File: src/rtl/alu_req_arbiter_if.sv
// Purpose: request/ALU/response bundle between command sources, the ALU arbiter and the ALU.
// Latency: n/a (wires only).
// Backpressure: n/a; req_valid/req_ready and rsp_valid/rsp_ready handshakes are carried here.
// Ports: req_* (per-requester op + handshake), alu_* (ALU input bus, res/flags back),
//        rsp_* (tagged result + handshake), busy. master = arbiter side, slave = environment.
interface alu_req_arbiter_if #(
  parameter int WIDTH   = 8,
  parameter int NUM_REQ = 4
);
  localparam int IDW = (NUM_REQ > 1) ? $clog2(NUM_REQ) : 1;

  logic [NUM_REQ-1:0]       req_valid;
  logic [NUM_REQ-1:0]       req_ready;
  logic [NUM_REQ-1:0]       req_mode;
  logic [4*NUM_REQ-1:0]     req_cmd;
  logic [WIDTH*NUM_REQ-1:0] req_opa;
  logic [WIDTH*NUM_REQ-1:0] req_opb;
  logic [NUM_REQ-1:0]       req_cin;

  logic [1:0]               alu_inp_valid;
  logic                     alu_mode;
  logic [3:0]               alu_cmd;
  logic                     alu_ce;
  logic [WIDTH-1:0]         alu_opa;
  logic [WIDTH-1:0]         alu_opb;
  logic                     alu_cin;
  logic [WIDTH:0]           alu_res;
  logic [5:0]               alu_flags;

  logic                     rsp_valid;
  logic                     rsp_ready;
  logic [IDW-1:0]           rsp_id;
  logic [WIDTH:0]           rsp_res;
  logic [5:0]               rsp_flags;
  logic                     busy;

  modport master (
    input  req_valid, req_mode, req_cmd, req_opa, req_opb, req_cin,
    input  alu_res, alu_flags, rsp_ready,
    output req_ready,
    output alu_inp_valid, alu_mode, alu_cmd, alu_ce, alu_opa, alu_opb, alu_cin,
    output rsp_valid, rsp_id, rsp_res, rsp_flags, busy
  );

  modport slave (
    output req_valid, req_mode, req_cmd, req_opa, req_opb, req_cin,
    output alu_res, alu_flags, rsp_ready,
    input  req_ready,
    input  alu_inp_valid, alu_mode, alu_cmd, alu_ce, alu_opa, alu_opb, alu_cin,
    input  rsp_valid, rsp_id, rsp_res, rsp_flags, busy
  );
endinterface

File: src/rtl/alu_req_arbiter.sv
// Purpose: round-robin share of one ALU among NUM_REQ requesters, results returned tagged with requester id.
// Latency: 1 (IDLE accept) + ALU_LAT or MUL_LAT (ISSUE/WAIT) + 1 (RESP) cycles per op with rsp_ready high.
// Backpressure: req_ready only in IDLE (one op in flight); RESP holds rsp_* until rsp_ready.
// Ports: clk, rst (async, active low); bus (master): req_* in / req_ready out, alu_* bus out with
//        alu_res/alu_flags in, rsp_valid/rsp_id/rsp_res/rsp_flags out with rsp_ready in, busy out.
module alu_req_arbiter #(
  parameter int WIDTH   = 8,
  parameter int NUM_REQ = 4,
  parameter int ALU_LAT = 1,
  parameter int MUL_LAT = 2
) (
  input  logic              clk,
  input  logic              rst,
  alu_req_arbiter_if.master bus
);
  localparam int IDW    = (NUM_REQ > 1) ? $clog2(NUM_REQ) : 1;
  localparam int MAXLAT = (ALU_LAT > MUL_LAT) ? ALU_LAT : MUL_LAT;
  localparam int CNTW   = (MAXLAT > 1) ? $clog2(MAXLAT) : 1;
  localparam logic [IDW-1:0]     RR_RST  = IDW'(NUM_REQ - 1);
  localparam logic [CNTW-1:0]    ALU_CNT = CNTW'(ALU_LAT - 1);
  localparam logic [CNTW-1:0]    MUL_CNT = CNTW'(MUL_LAT - 1);
  localparam logic [NUM_REQ-1:0] ONE     = NUM_REQ'(1);

  typedef enum logic [1:0] {IDLE, ISSUE, WAIT, RESP} state_t;

  state_t            state, state_nxt;
  logic [IDW-1:0]    rr_ptr;     // last granted requester; also owner of the op in flight
  logic [IDW-1:0]    gnt_idx;
  logic              gnt_vld;
  logic [CNTW-1:0]   cnt;
  logic              accept, capture;
  logic              g_mode;
  logic [3:0]        g_cmd;
  logic              g_is_mul;

  logic              lat_mode, lat_cin;
  logic [3:0]        lat_cmd;
  logic [WIDTH-1:0]  lat_opa, lat_opb;
  logic [IDW-1:0]    rsp_id_q;
  logic [WIDTH:0]    rsp_res_q;
  logic [5:0]        rsp_flags_q;

  // Search downward from the farthest slot so the nearest requester after rr_ptr wins.
  always_comb begin
    gnt_vld = 1'b0;
    gnt_idx = '0;
    for (int k = NUM_REQ; k >= 1; k--) begin
      if (bus.req_valid[(int'(rr_ptr) + k) % NUM_REQ]) begin
        gnt_vld = 1'b1;
        gnt_idx = IDW'((int'(rr_ptr) + k) % NUM_REQ);
      end
    end
  end

  assign g_mode   = bus.req_mode[gnt_idx];
  assign g_cmd    = bus.req_cmd[int'(gnt_idx)*4 +: 4];
  assign g_is_mul = g_mode && ((g_cmd == 4'd9) || (g_cmd == 4'd10));

  always_ff @(posedge clk or negedge rst) begin
    if (!rst) state <= IDLE;
    else      state <= state_nxt;
  end

  // cnt holds the remaining ALU cycles minus one; capture happens on the
  // edge leaving the last ISSUE/WAIT cycle.
  always_comb begin
    state_nxt         = state;
    bus.req_ready     = '0;
    bus.alu_ce        = 1'b0;
    bus.alu_inp_valid = 2'b00;
    accept            = 1'b0;
    capture           = 1'b0;
    case (state)
      IDLE: begin
        if (gnt_vld) begin
          bus.req_ready = ONE << gnt_idx;
          accept        = 1'b1;
          state_nxt     = ISSUE;
        end
      end
      ISSUE: begin
        bus.alu_ce        = 1'b1;
        bus.alu_inp_valid = 2'b11;
        if (cnt == '0) begin
          capture   = 1'b1;
          state_nxt = RESP;
        end else begin
          state_nxt = WAIT;
        end
      end
      WAIT: begin
        bus.alu_ce = 1'b1;
        if (cnt == '0) begin
          capture   = 1'b1;
          state_nxt = RESP;
        end
      end
      RESP: begin
        if (bus.rsp_ready) state_nxt = IDLE;
      end
      default: state_nxt = IDLE;
    endcase
    // While reset is held the state is IDLE; keep req_ready low so nothing looks accepted.
    if (!rst) bus.req_ready = '0;
  end

  always_ff @(posedge clk or negedge rst) begin
    if (!rst) begin
      rr_ptr      <= RR_RST;
      cnt         <= '0;
      lat_mode    <= 1'b0;
      lat_cmd     <= '0;
      lat_opa     <= '0;
      lat_opb     <= '0;
      lat_cin     <= 1'b0;
      rsp_id_q    <= '0;
      rsp_res_q   <= '0;
      rsp_flags_q <= '0;
    end else begin
      if (accept) begin
        rr_ptr   <= gnt_idx;
        lat_mode <= g_mode;
        lat_cmd  <= g_cmd;
        lat_opa  <= bus.req_opa[int'(gnt_idx)*WIDTH +: WIDTH];
        lat_opb  <= bus.req_opb[int'(gnt_idx)*WIDTH +: WIDTH];
        lat_cin  <= bus.req_cin[gnt_idx];
        cnt      <= g_is_mul ? MUL_CNT : ALU_CNT;
      end else if (((state == ISSUE) || (state == WAIT)) && (cnt != '0)) begin
        cnt <= cnt - CNTW'(1);
      end
      if (capture) begin
        rsp_id_q    <= rr_ptr;
        rsp_res_q   <= bus.alu_res;
        rsp_flags_q <= bus.alu_flags;
      end
    end
  end

  assign bus.alu_mode  = lat_mode;
  assign bus.alu_cmd   = lat_cmd;
  assign bus.alu_opa   = lat_opa;
  assign bus.alu_opb   = lat_opb;
  assign bus.alu_cin   = lat_cin;
  assign bus.rsp_valid = (state == RESP);
  assign bus.rsp_id    = rsp_id_q;
  assign bus.rsp_res   = rsp_res_q;
  assign bus.rsp_flags = rsp_flags_q;
  assign bus.busy      = (state != IDLE);
endmodule

File: src/flat_wrapper.sv
// flat-port wrapper written by rule: the top's interface ports become plain ports
module alu_req_arbiter_flat 
#(
  parameter int WIDTH   = 8,
  parameter int NUM_REQ = 4,
  parameter int ALU_LAT = 1,
  parameter int MUL_LAT = 2
)
  (clk, rst, bus_req_valid, bus_req_mode, bus_req_cmd, bus_req_opa, bus_req_opb, bus_req_cin, bus_alu_res, bus_alu_flags, bus_rsp_ready, bus_req_ready, bus_alu_inp_valid, bus_alu_mode, bus_alu_cmd, bus_alu_ce, bus_alu_opa, bus_alu_opb, bus_alu_cin, bus_rsp_valid, bus_rsp_id, bus_rsp_res, bus_rsp_flags, bus_busy);
  alu_req_arbiter_if #(.WIDTH(WIDTH), .NUM_REQ(NUM_REQ)) bus_i ();
  input  logic clk;
  input  logic rst;
  input wire logic [$bits(bus_i.req_valid)-1:0] bus_req_valid;
  input wire logic [$bits(bus_i.req_mode)-1:0] bus_req_mode;
  input wire logic [$bits(bus_i.req_cmd)-1:0] bus_req_cmd;
  input wire logic [$bits(bus_i.req_opa)-1:0] bus_req_opa;
  input wire logic [$bits(bus_i.req_opb)-1:0] bus_req_opb;
  input wire logic [$bits(bus_i.req_cin)-1:0] bus_req_cin;
  input wire logic [$bits(bus_i.alu_res)-1:0] bus_alu_res;
  input wire logic [$bits(bus_i.alu_flags)-1:0] bus_alu_flags;
  input wire logic [$bits(bus_i.rsp_ready)-1:0] bus_rsp_ready;
  output wire logic [$bits(bus_i.req_ready)-1:0] bus_req_ready;
  output wire logic [$bits(bus_i.alu_inp_valid)-1:0] bus_alu_inp_valid;
  output wire logic [$bits(bus_i.alu_mode)-1:0] bus_alu_mode;
  output wire logic [$bits(bus_i.alu_cmd)-1:0] bus_alu_cmd;
  output wire logic [$bits(bus_i.alu_ce)-1:0] bus_alu_ce;
  output wire logic [$bits(bus_i.alu_opa)-1:0] bus_alu_opa;
  output wire logic [$bits(bus_i.alu_opb)-1:0] bus_alu_opb;
  output wire logic [$bits(bus_i.alu_cin)-1:0] bus_alu_cin;
  output wire logic [$bits(bus_i.rsp_valid)-1:0] bus_rsp_valid;
  output wire logic [$bits(bus_i.rsp_id)-1:0] bus_rsp_id;
  output wire logic [$bits(bus_i.rsp_res)-1:0] bus_rsp_res;
  output wire logic [$bits(bus_i.rsp_flags)-1:0] bus_rsp_flags;
  output wire logic [$bits(bus_i.busy)-1:0] bus_busy;
  assign bus_i.req_valid = bus_req_valid;
  assign bus_i.req_mode = bus_req_mode;
  assign bus_i.req_cmd = bus_req_cmd;
  assign bus_i.req_opa = bus_req_opa;
  assign bus_i.req_opb = bus_req_opb;
  assign bus_i.req_cin = bus_req_cin;
  assign bus_i.alu_res = bus_alu_res;
  assign bus_i.alu_flags = bus_alu_flags;
  assign bus_i.rsp_ready = bus_rsp_ready;
  assign bus_req_ready = bus_i.req_ready;
  assign bus_alu_inp_valid = bus_i.alu_inp_valid;
  assign bus_alu_mode = bus_i.alu_mode;
  assign bus_alu_cmd = bus_i.alu_cmd;
  assign bus_alu_ce = bus_i.alu_ce;
  assign bus_alu_opa = bus_i.alu_opa;
  assign bus_alu_opb = bus_i.alu_opb;
  assign bus_alu_cin = bus_i.alu_cin;
  assign bus_rsp_valid = bus_i.rsp_valid;
  assign bus_rsp_id = bus_i.rsp_id;
  assign bus_rsp_res = bus_i.rsp_res;
  assign bus_rsp_flags = bus_i.rsp_flags;
  assign bus_busy = bus_i.busy;
  alu_req_arbiter #(.WIDTH(WIDTH), .NUM_REQ(NUM_REQ), .ALU_LAT(ALU_LAT), .MUL_LAT(MUL_LAT)) u_core (.clk(clk), .rst(rst), .bus(bus_i));
endmodule
File: config.mk
export PLATFORM = sky130hd
export DESIGN_NAME = alu_req_arbiter_flat
export DESIGN_NICKNAME = d
export VERILOG_FILES = /design/src/rtl/alu_req_arbiter_if.sv /design/src/rtl/alu_req_arbiter.sv /design/src/flat_wrapper.sv
export SDC_FILE = /design/constraint.sdc
export NUM_CORES = 1
export LEC_CHECK = 0
export CORE_MARGIN = 1.5
export CORE_UTILIZATION = 30
export DETAILED_ROUTE_END_ITERATION = 6
export PLACE_DENSITY = 0.67
export RECOVER_POWER = 50
export SYNTH_ARGS = -nofsm -noshare
export SYNTH_HDL_FRONTEND = slang
export SYNTH_SLANG_ARGS = --single-unit
File: constraint.sdc
create_clock -name clk -period 2.8 [get_ports clk]
set_input_delay 0.56 -clock clk [delete_from_list [all_inputs] [get_ports clk]]
set_output_delay 0.56 -clock clk [all_outputs]
set_load 0.005 [all_outputs]
==> impl_metrics.env <==
export IMPL_power_per_cell_area_nw_per_um2=924.2
export IMPL_routed_via_count=2401
export IMPL_clkSinkCount=44
export IMPL_post_route_period_util_pct=95.70
export IMPL_design_final_nets=535
export IMPL_crit_path_max_fo=5
export IMPL_netlist_instances=258
export IMPL_first_global_vias=2340
export IMPL_vdd_ir_drop_max_mv=0.3749
export IMPL_synth_sequential_area_ratio_pct=43.07
export IMPL_grtUsageTotal_pct=15.20
export IMPL_drive_gt1_share_pct=14.96
export IMPL_synth_top_flop_cell="dfrtp_1"
export IMPL_gp_routability_congestion=0.7988
export IMPL_yosysTopAreaCell="dfrtp_1"
export IMPL_area_taken_by_multi_input_logic_gates_um2=1365
export IMPL_layout_commonest_cell="clkdlybuf4s50_1"
export IMPL_antenna_violating_nets_post_route=0
export IMPL_path_class="primary input to output port"
export IMPL_async_flop_share_pct=100.0
export IMPL_detail_route_iter0_violations=20
export IMPL_worst_clock_skew_on_the_final_layout_ns=0.003283
export IMPL_antenna_diode_count=0
export IMPL_ys_seq_elements=44
export IMPL_final_hpwl_dp_mm=5.624
export IMPL_portBuffers=157
export IMPL_drt_drc_violations_left=0
export IMPL_finalNonFillerCells=526
export IMPL_cp_arrival_ns=2.12
export IMPL_crit_required_ns=2.24
export IMPL_worst_slew_margin_rel_pct=-11.15
export IMPL_io_pin_count=158
export IMPL_synthTopCellsByArea="dfrtp_1, mux2_2, mux2i_1, nand2_1, o21ai_0"
export IMPL_synth_top_area_share_pct=41.02
export IMPL_ctsHtreeMaxLevel=2
export IMPL_post_place_cells=516
export IMPL_tightestPinTransition_ns=1.667
export IMPL_setup_viol_count_final=0
export IMPL_worst_skew_pair_late_latency_ns=0.29
export IMPL_fin_hold_ws_ns=0.4750
export IMPL_design_area_um2=4404
export IMPL_cts_tree="done"
export IMPL_design_die_area_um2=9105
export IMPL_fp_dieH_um=95.42
export IMPL_rsz0062_at_grt="false"
export IMPL_synthesis_area_per_instance_um2=9.932
export IMPL_worst_hold_path_type="register to register"
export IMPL_numCtsBuffers=5
export IMPL_core_area_um2=8258
export IMPL_floorplan_rows=33
export IMPL_cts_root_buffer="clkbuf_8"
export IMPL_dpl_instance_area_um2=4270
export IMPL_synth_area_um2=2562
export IMPL_max_root_sink_buffers=2
export IMPL_die_w_um=95.42
export IMPL_via_per_inst=4.565
export IMPL_synth_unique_cells=32
export IMPL_outcome="finished, violations left"
export IMPL_postRouteWirelength_mm=6.954
export IMPL_drt_wirelength_per_cell_um=13.22
export IMPL_grt_first_pass_wirelength_mm=10.76
export IMPL_fmax_mhz=373.2
export IMPL_synth_enable_flop_cells=0
export IMPL_sequential_cell_area_um2=1104
export IMPL_dr_pass1_iters=4
export IMPL_number_of_antenna_violations_at_the_first_check_in_global_routing=0
export IMPL_p_leak_uw=0.001923
export IMPL_areaGrowthSynthToFinish_pct=71.87
export IMPL_final_max_slew_viol_count=33
export IMPL_cap_viol_max_count=1
export IMPL_fin_ws_ns=0.1203
export IMPL_start_util_pct=31.03
export IMPL_synth_yosys_warnings=0
export IMPL_detailedPlace_worstSlack_ns=-0.2113
export IMPL_timing_final_hold_violations=0
export IMPL_grt_overflow_total=0
export IMPL_timing_critical_path_from_type="primary input"
export IMPL_maximum_number_of_pins_on_one_net_before_global_route_repair=45
export IMPL_mostFrequentLayoutCells="clkdlybuf4s50_1, nand2_1, dfrtp_1"
export IMPL_filler_cell_count=785
export IMPL_postSynthNetCount=373
export IMPL_cts_reportedPaths_clkPinSlew_ns=0.08
export IMPL_end_kind="output port"
export IMPL_failed_checks="max-capacitance violations, max-slew violations"
export IMPL_fin_crit_ns=2.680
final cells by class:
cell class,count,share of cell area [%]
tap,105,2.983
inverter,7,0.5966
timing repair buffer,174,37.93
multi-input combinational,188,30.99
sequential,44,25.06
clock inverter,2,0.7955
clock buffer,6,1.648
worst max-delay path, cell delays in order:
cell	delay [ns]
dlygate4sd2_1	0.29
inv_1	0.07
a21oi_1	0.06
o211a_1	0.28
buf_4	0.17
nor3_2	0.17
clkdlybuf4s50_1	0.52
path summary, 6_finish.rpt:
kind	from	endpoint	slack [ns]	cells after the start
hold reg to reg	u_core.bus.alu_mode	u_core.bus.alu_mode	0.47	1
setup / recovery	bus_req_valid[2]	bus_req_ready[1]	0.12	7
hold / removal	u_core.bus.alu_mode	u_core.bus.alu_mode	0.47	1
min in group asynchronous	rst	u_core.bus.alu_cmd[2]	0.48	2
max in group asynchronous	rst	u_core.bus.rsp_flags[1]	0.91	2
setup reg to reg	u_core.rr_ptr[0]	u_core.cnt	0.66	7
what timing repair did:
item,4_1_cts,5_1_grt
setup buffers,2,0
resized for setup,9,6
endpoints found under the setup margin,4,4
hold endpoints to repair,0,0
gates cloned,0,0
hold buffers,0,0
pin swaps,1,1
synthesized netlist by cell type, types with 2 or more instances:
master	number
dfstp_2	2
clkbuf_1	9
mux2_2	29
nor2_1	2
inv_1	7
mux2_1	5
nand2_1	52
ha_1	5
buf_2	3
dfrtp_1	42
a21oi_1	3
buf_4	2
buf_1	2
nor3b_1	2
mux2i_1	28
nor2b_1	5
o21ai_1	11
a211oi_1	2
nor3_1	2
o21ai_0	31
buf_6	3
flip-flops by register name, summed over array words and instances, names as in the netlist:
| signal | flops |
|---|---|
| u_core.bus.alu_mode | 1 |
| u_core.bus.rsp_id | 2 |
| u_core.cnt | 1 |
| u_core.bus.alu_cin | 1 |
| u_core.rr_ptr | 2 |
| u_core.bus.rsp_flags | 6 |
| u_core.bus.rsp_res | 9 |
| u_core.state | 2 |
| u_core.bus.alu_opa | 8 |
| u_core.bus.alu_opb | 8 |
| u_core.bus.alu_cmd | 4 |
metrics by stage:
stage / utilization [%] / TNS, ns / power, uW
5_1_grt: 53.33 / 0 / 4440
6_report: 53.33 / 0 / 4070
3_3_place_gp: 51.71 / -0.4936 / 3638
4_1_cts: 53.47 / 0 / 4217
3_5_place_dp: 51.71 / -0.6324 / 3694
2_1_floorplan: - / 0 / 2547
layer usage:
| layer | wire length, um | part of all wire, % | track usage [%] | vias to the layer above |
|---|---|---|---|---|
| li1 | - | - | - | 1218 |
| met1 | 2803 | 40 | 17.84 | 1068 |
| met2 | 3319 | 48 | 26.36 | 107 |
| met3 | 743 | 11 | 4.466 | 8 |
| met4 | 87 | 1.3 | 5.147 | 0 |
| met5 | 0 | 0 | 0 | - |
where the power goes:
part / total (uW) / internal, uW / switching (uW) / leakage, uW
Sequential: 1160 / 983 / 178 / 0.000526
Clock: 470 / 265 / 206 / 0.0000552
Combinational: 2440 / 1410 / 1030 / 0.00134
cells by family after synthesis:
group	Yosys count	synth area share, %
compound gates	52	11.28
xor+xnor	1	0.3419
fa+ha+maj	5	2.441
buf+inv	26	5.127
flops	44	43.07
mux	63	26.46
simple gates	67	11.28
(Power assumes the default switching activity.)
